<file path="src/rtl/sar_pkg.sv">
// ----------------------------------------------------------------------------
// sar_pkg
// Shared definitions for the successive-approximation search controller:
//   - state_t          : controller states (IDLE, ASK, DONE)
//   - DEFAULT_WIDTH    : default width of guess/target/result
//   - DEFAULT_TIMEOUT  : default number of ASK cycles allowed without r_valid
//   - steps_width()    : bits needed to hold a step count of 0..WIDTH
// ----------------------------------------------------------------------------
package sar_pkg;

    typedef enum logic [1:0] {
        IDLE = 2'd0,
        ASK  = 2'd1,
        DONE = 2'd2
    } state_t;

    localparam int DEFAULT_WIDTH   = 8;
    localparam int DEFAULT_TIMEOUT = 15;

    // A search consumes at most WIDTH responses, so the counter must reach WIDTH.
    function automatic int steps_width(input int width);
        return $clog2(width + 1);
    endfunction

endpackage

</file>
<file path="src/rtl/sar_search_controller.sv">
// ----------------------------------------------------------------------------
// sar_search_controller
// Initiator side of a magnitude-compare interface. Recovers an unknown
// WIDTH-bit target (on the comparator's b side) by driving trial values on
// guess (a side), MSB first, exiting early when the responder reports equal.
//
// Ports:
//   clk, rst_n      : rising-edge clock, asynchronous active-low reset
//   start           : begin a search (only looked at while idle)
//   q_valid, guess  : query outstanding / trial value (stable while q_valid)
//   r_valid         : responder answer valid for the current guess
//   agb, aeb, alb   : guess >, ==, < target
//   busy            : controller not idle
//   done            : one-cycle completion pulse
//   result, steps   : recovered value / responses consumed (held)
//   found, err      : exact hit / aborted search (held)
// ----------------------------------------------------------------------------
module sar_search_controller
    import sar_pkg::*;
#(
    parameter int WIDTH   = DEFAULT_WIDTH,
    parameter int TIMEOUT = DEFAULT_TIMEOUT
) (
    input  logic                           clk,
    input  logic                           rst_n,
    input  logic                           start,
    output logic                           q_valid,
    output logic [WIDTH-1:0]               guess,
    input  logic                           r_valid,
    input  logic                           agb,
    input  logic                           aeb,
    input  logic                           alb,
    output logic                           busy,
    output logic                           done,
    output logic [WIDTH-1:0]               result,
    output logic [steps_width(WIDTH)-1:0]  steps,
    output logic                           found,
    output logic                           err
);

    localparam int SW = steps_width(WIDTH);
    localparam int BW = (WIDTH > 1) ? $clog2(WIDTH) : 1;
    localparam int CW = $clog2(TIMEOUT + 1);

    state_t            state_q, state_d;
    logic [WIDTH-1:0]  guess_q, guess_d;
    logic [BW-1:0]     bit_q, bit_d;
    logic [CW-1:0]     wait_q, wait_d;
    logic [WIDTH-1:0]  result_q, result_d;
    logic [SW-1:0]     steps_q, steps_d;
    logic              found_q, found_d;
    logic              err_q, err_d;
    logic [WIDTH-1:0]  trial;
    logic              one_hot;

    assign one_hot = $onehot({agb, aeb, alb});

    always_ff @(posedge clk or negedge rst_n) begin
        if (!rst_n) begin
            state_q  <= IDLE;
            guess_q  <= '0;
            bit_q    <= BW'(WIDTH - 1);
            wait_q   <= '0;
            result_q <= '0;
            steps_q  <= '0;
            found_q  <= 1'b0;
            err_q    <= 1'b0;
        end else begin
            state_q  <= state_d;
            guess_q  <= guess_d;
            bit_q    <= bit_d;
            wait_q   <= wait_d;
            result_q <= result_d;
            steps_q  <= steps_d;
            found_q  <= found_d;
            err_q    <= err_d;
        end
    end

    always_comb begin
        state_d  = state_q;
        guess_d  = guess_q;
        bit_d    = bit_q;
        wait_d   = wait_q;
        result_d = result_q;
        steps_d  = steps_q;
        found_d  = found_q;
        err_d    = err_q;
        trial    = guess_q;

        case (state_q)
            IDLE: begin
                if (start) begin
                    state_d            = ASK;
                    guess_d            = '0;
                    guess_d[WIDTH-1]   = 1'b1;
                    bit_d              = BW'(WIDTH - 1);
                    wait_d             = '0;
                    steps_d            = '0;
                    found_d            = 1'b0;
                    err_d              = 1'b0;
                end
            end

            ASK: begin
                if (r_valid) begin
                    steps_d = steps_q + 1'b1;
                    wait_d  = '0;
                    if (!one_hot) begin
                        err_d    = 1'b1;
                        result_d = guess_q;
                        state_d  = DONE;
                    end else if (aeb) begin
                        found_d  = 1'b1;
                        result_d = guess_q;
                        state_d  = DONE;
                    end else begin
                        // Too high: drop the trial bit; too low: keep it.
                        if (agb) begin
                            trial[bit_q] = 1'b0;
                        end
                        if (bit_q == '0) begin
                            result_d = trial;
                            found_d  = 1'b0;
                            guess_d  = trial;
                            state_d  = DONE;
                        end else begin
                            trial[bit_q - 1'b1] = 1'b1;
                            bit_d               = bit_q - 1'b1;
                            guess_d             = trial;
                        end
                    end
                end else if (wait_q == CW'(TIMEOUT - 1)) begin
                    // This is the TIMEOUT-th consecutive cycle without an answer.
                    err_d    = 1'b1;
                    result_d = guess_q;
                    state_d  = DONE;
                end else begin
                    wait_d = wait_q + 1'b1;
                end
            end

            DONE: begin
                state_d = IDLE;
            end

            default: begin
                state_d = IDLE;
            end
        endcase
    end

    assign q_valid = (state_q == ASK);
    assign done    = (state_q == DONE);
    assign busy    = (state_q != IDLE);
    assign guess   = guess_q;
    assign result  = result_q;
    assign steps   = steps_q;
    assign found   = found_q;
    assign err     = err_q;

endmodule

</file>
<file path="config.mk">
export PLATFORM = sky130hd
export DESIGN_NAME = sar_search_controller
export DESIGN_NICKNAME = d
export VERILOG_FILES = /design/src/rtl/sar_pkg.sv /design/src/rtl/sar_search_controller.sv
export SDC_FILE = /design/constraint.sdc
export NUM_CORES = 1
export LEC_CHECK = 0
export CAP_MARGIN = 20
export CORE_MARGIN = 8
export CORE_UTILIZATION = 25
export DETAILED_ROUTE_END_ITERATION = 12
export GPL_ROUTABILITY_DRIVEN = 0
export PLACE_DENSITY = 0.52
export SYNTH_ARGS = -nofsm -noshare
export SYNTH_HDL_FRONTEND = slang
export SYNTH_SLANG_ARGS = --single-unit
</file>
<file path="constraint.sdc">
create_clock -name clk -period 3.01 [get_ports clk]
set_input_delay 0.301 -clock clk [delete_from_list [all_inputs] [get_ports clk]]
set_output_delay 0.301 -clock clk [all_outputs]
set_load 0.005 [all_outputs]
</file>
# Word-level counts from Yosys, hierarchy flattened
# Cells that the tools add are included.
# classes
order_cmp	4
n_mux	49
n_eq_ne	15
n_reduce_logical	15
addsub	5
bitwise	3
# ops
op	count
$mux W8	15
$mux W4	4
$pmux W4 S2	2
$pmux W8 S2	1
$mux W3	5
$mux W2	6
$reduce_and A3 Y1	4
$mux W1	10
$reduce_and A5 Y1	2
$add A4 B1 Y4 const B	2
$and A8 B8 Y8	1
$lt A3 B4 Y1 const B	2
$not A8 Y8	1
$or A8 B8 Y8	1
$demux W1 S3	2
$ge A3 B1 Y1 const B	2
$ne A2 B2 Y1 const B	3
$ne A3 B1 Y1 const B	2
$ne A3 B3 Y1 const B	2
$pmux W3 S2	1
$reduce_and A6 Y1	1
$reduce_bool A2 Y1	3
$ne A5 B4 Y1 const B	1
$eq A2 B1 Y1 const B	2
13 further kinds	16
# word_totals
out_inout_bits	25
reg_bits	31
in_bits	7
word_cells	99

# Longest topological paths before layout
# logic_depth
ltp_word	17
depth_mapped	8
depth_no_buf	6

# Least setup slack after synthesis
# Ideal clock, no wire load.
# synth_timing
kind	input to register
startpoint	input agb
endpoint	register guess_q[0], in the netlist guess[0]
setup_time_ps	127
path_buffers	0
path_slack_ps	1102
required_time_ps	2883
t_arrival_ps	1781
cell_stages	5
path_cell_list	fa_1 > or3b_4 > a211oi_4 > o21ai_1 > o2bb2ai_1
# synth_via
elab_chain_cells	11
elab_cells_between_ends	15
classes_between	1 x add/sub; 2 x eq/ne; 10 x mux; 1 x bitwise; 1 x reduce/logical
# synth_rtl
item	line	source
from (decl)	sar_search_controller.sv:30	input logic agb,
$mux W8	sar_search_controller.sv:119	if (agb) begin
$mux W8	sar_search_controller.sv:113	end else if (aeb) begin
$mux W8	sar_search_controller.sv:109	if (!one_hot) begin
$mux W8	sar_search_controller.sv:106	if (r_valid) begin
$mux W8	sar_search_controller.sv:91	case (state_q)
$or A8 B8 Y8 (no source line)	--	
$mux W8	sar_search_controller.sv:122	if (bit_q == '0) begin
$mux W8	sar_search_controller.sv:113	
$mux W8	sar_search_controller.sv:109	
$mux W8	sar_search_controller.sv:106	
$pmux W8 S2	sar_search_controller.sv:91	
to (signal assigned)	sar_search_controller.sv:70	guess_q <= guess_d;
to (decl)	sar_search_controller.sv:46	logic [WIDTH-1:0] guess_q, guess_d;
# Parallel ways exist; a longest one is shown, timed or not. The select of a mux whose other input is x is not followed.
# A chain may end at the register's enable or synchronous reset.

# Final worst setup path
# layout_timing
startpoint	input agb
endpoint	register guess_q[1], in the netlist guess[1]
# Same word-level chain as after synthesis.

==> results.sh <==
export IMPL_status="complete, no violations"
export IMPL_grt_pass1_wl_um=7200
export IMPL_critPathLaunchType="primary input"
export IMPL_critPathMaxStageDelay_ps=610
export IMPL_drt_iter0_drc=142
export IMPL_startpoint="agb"
export IMPL_synth_edf_count=0
export IMPL_synth_area_leader_cell="dfrtp_1"
export IMPL_crit_chain="clkdlybuf4s50_1 > fa_1 > or3b_4 > a211oi_4 > o21ai_1 > o2bb2ai_1"
export IMPL_yosys_area_share_simple=0.204
export IMPL_busiest_layer="met2"
export IMPL_required_ps=3170
export IMPL_syn_avg_cell_area_um2=9.58
export IMPL_critPathSlowestCell="fa_1"
export IMPL_crit_fanout=8
export IMPL_yosys_warnings=0
export IMPL_synthAdderAreaFrac=0.0487
export IMPL_setup_violations=0
export IMPL_seq_area_frac_synth=0.460
export IMPL_cts_tree="done"
export IMPL_maxSlewViolCount=0
export IMPL_crit_family="compound AO/OA/AOI/OAI gates"
export IMPL_antenna_found_initial=0
export IMPL_synthXorXnorAreaFrac=0.0155
export IMPL_coreArea_um2=6680
export IMPL_htree_levels=2
export IMPL_netlist_area_um2=1700
export IMPL_crit_type="primary input to flop"
export IMPL_fin_skew_ps=6.16
export IMPL_met2_usage=0.138
export IMPL_multiInputGateArea_um2=848
export IMPL_hpwl_um=3170
export IMPL_cts_root_buf="clkbuf_8"
export IMPL_die_area_um2=9670
export IMPL_slew_headroom=0.694
export IMPL_die_w_um=98.4
export IMPL_cts_setup_buffers=0
export IMPL_drv_cap=0
export IMPL_p_leak_nw=0.900
export IMPL_syn_to_final_growth_pct=29.4
export IMPL_fin_nets=224
export IMPL_initial_core_util=0.254
export IMPL_ant_nets=0
export IMPL_drc=0
export IMPL_cp_end_kind="flop"
export IMPL_hold_ws_ps=409
export IMPL_overflow=0
export IMPL_worstMarginPinSlew_ps=459
export IMPL_yosys_area_top_type_share=0.413
export IMPL_synth_area_top_cells="dfrtp_1, o21ai_1, dfstp_2"
export IMPL_synthCells=177
export IMPL_synth_most_common_cell="dfrtp_1"
export IMPL_grt_start_max_net_pins=32
export IMPL_diodes=0
export IMPL_max_freq_mhz=426
export IMPL_vias=1386
export IMPL_reg2reg_from="bit_q[0]$_DFFE_PN1P_"
export IMPL_synthMuxAreaShare=0.0118
export IMPL_path_buf_inv=1
export IMPL_grt_pass1_vias=1386
export IMPL_irDropWorstVdd_mv=0.239
export IMPL_clk_pin_slew_ps=70
export IMPL_synthDistinctLibCells=42
export IMPL_fillers=706
export IMPL_grt_use_met1=0.114
export IMPL_cts_buffers=5
export IMPL_timing_hold_violations_final=0
export IMPL_routed_wl_um=4200
export IMPL_clkSinkCount=31
export IMPL_period_share=0.781
export IMPL_rsz0062_at_grt="no"
export IMPL_seqCellArea_um2=779
export IMPL_power_density_nw_per_um2=680
export IMPL_period_needed_ps=2350
export IMPL_wire_per_inst_um=14.4
export IMPL_track_usage=0.0913
export IMPL_dp_slack_ps=364
export IMPL_setup_tns_final_ps=0
export IMPL_synth_common_cells="dfrtp_1, nand2_1, o21ai_1"
export IMPL_routed_via_density=4.75
export IMPL_clkLatencyLatePin_ps=280
export IMPL_ys_flop_type="dfrtp_1"
export IMPL_first_pass_iters=4
export IMPL_synth_compound_area_frac=0.221
export IMPL_ys_async_sr_fraction=1.00
export IMPL_syn_nets=190
export IMPL_drive_above_1_share=0.108
export IMPL_pin_count=32
export IMPL_cts_buffer_depth=2
export IMPL_cts_resized=0
export IMPL_die_height_um=98.4
export IMPL_grt_use_met3=0.0306
export IMPL_synth_top_family_by_area="compound AO/OA/AOI/OAI gates"
export IMPL_io_buffer_count=31
export IMPL_setup_ws_ps=660
export IMPL_cts_hold_buf=0
export IMPL_crit_arrival_ps=2500
export IMPL_hold_class="primary input to async pin"
export IMPL_num_rows=30
export IMPL_ys_ff_latch=31
final cells by class:
| class | instances | share of cell area |
|---|---|---|
| Sequential cell | 31 | 0.355 |
| Inverter | 8 | 0.0137 |
| Tap cell | 80 | 0.0456 |
| Clock buffer | 6 | 0.0376 |
| Multi-Input combinational cell | 133 | 0.387 |
| Timing Repair Buffer | 32 | 0.145 |
| Clock inverter | 2 | 0.0160 |
routing by layer:
metal	vias to the layer above	part of all wire
li1	694	-
met1	659	0.47
met2	24	0.46
met3	9	0.048
met5	-	0
met4	0	0.028
registers in the layout, summed over array words and instances (netlist names):
register  cells
result        8
guess         8
err           1
bit_q         3
state_q       2
wait_q        4
steps         4
found         1
path summary, 6_finish.rpt:
kind / slack (ps) / end / cells past startpoint
min in group clk: 480 / result[5]$_DFFE_PN0P_ / 2
worst min register to register: 480 / result[5]$_DFFE_PN0P_ / 2
worst min-delay path: 410 / guess[7]$_DFFE_PN0P_ / 2
worst max register to register: 1270 / guess[0]$_DFFE_PN0P_ / 5
max in group asynchronous: 2270 / bit_q[1]$_DFFE_PN1P_ / 2
worst max-delay path: 660 / guess[1]$_DFFE_PN0P_ / 6
power by group:
group	leakage, nW	internal, mW	total [mW]	switching, mW
registers	0.410	0.493	0.582	0.0887
logic	0.429	0.233	0.483	0.250
clock network	0.0612	0.268	0.426	0.158
total	0.900	0.994	1.49	0.497
layout by cell type (no fill, tap or decap), types with 2 or more instances in the layout:
| cell type | Yosys | layout |
|---|---|---|
| inv_2 | 2 | 2 |
| o21ai_1 | 19 | 19 |
| clkbuf_8 | 0 | 6 |
| o2bb2ai_1 | 8 | 8 |
| nor3_1 | 4 | 4 |
| a21oi_1 | 6 | 6 |
| a211oi_1 | 2 | 2 |
| nor2_1 | 15 | 15 |
| inv_1 | 6 | 6 |
| dfstp_2 | 3 | 3 |
| o31ai_1 | 2 | 2 |
| xnor2_1 | 2 | 2 |
| o21bai_1 | 2 | 2 |
| nand2_1 | 19 | 19 |
| mux2i_1 | 2 | 2 |
| clkdlybuf4s50_1 | 0 | 31 |
| nand2b_1 | 5 | 5 |
| nor2b_1 | 4 | 4 |
| or2_1 | 2 | 2 |
| ha_1 | 5 | 5 |
| a31oi_1 | 2 | 2 |
| o21ai_0 | 9 | 9 |
| dfrtp_1 | 28 | 28 |
| nand3_1 | 8 | 8 |
kinds of logic after synthesis:
group                      after synthesis
adders and majority gates                6
AOI/OAI and AO/OA                       56
xor gates and xnor gates                 3
muxes                                    2
buffers and inverters                   13
and+or+nand+nor                         66
DFF                                     31
per-stage QoR:
step,std cells,util,power [mW],area (um2)
finish,292,0.328,1.49,2190
CTS,292,0.328,1.51,2190
floorplan,177,-,0.878,1700
global placement,284,0.311,1.08,2080
global route,292,0.328,1.59,2190
detailed placement,284,0.311,1.08,2080
(Power assumes the default switching activity.)
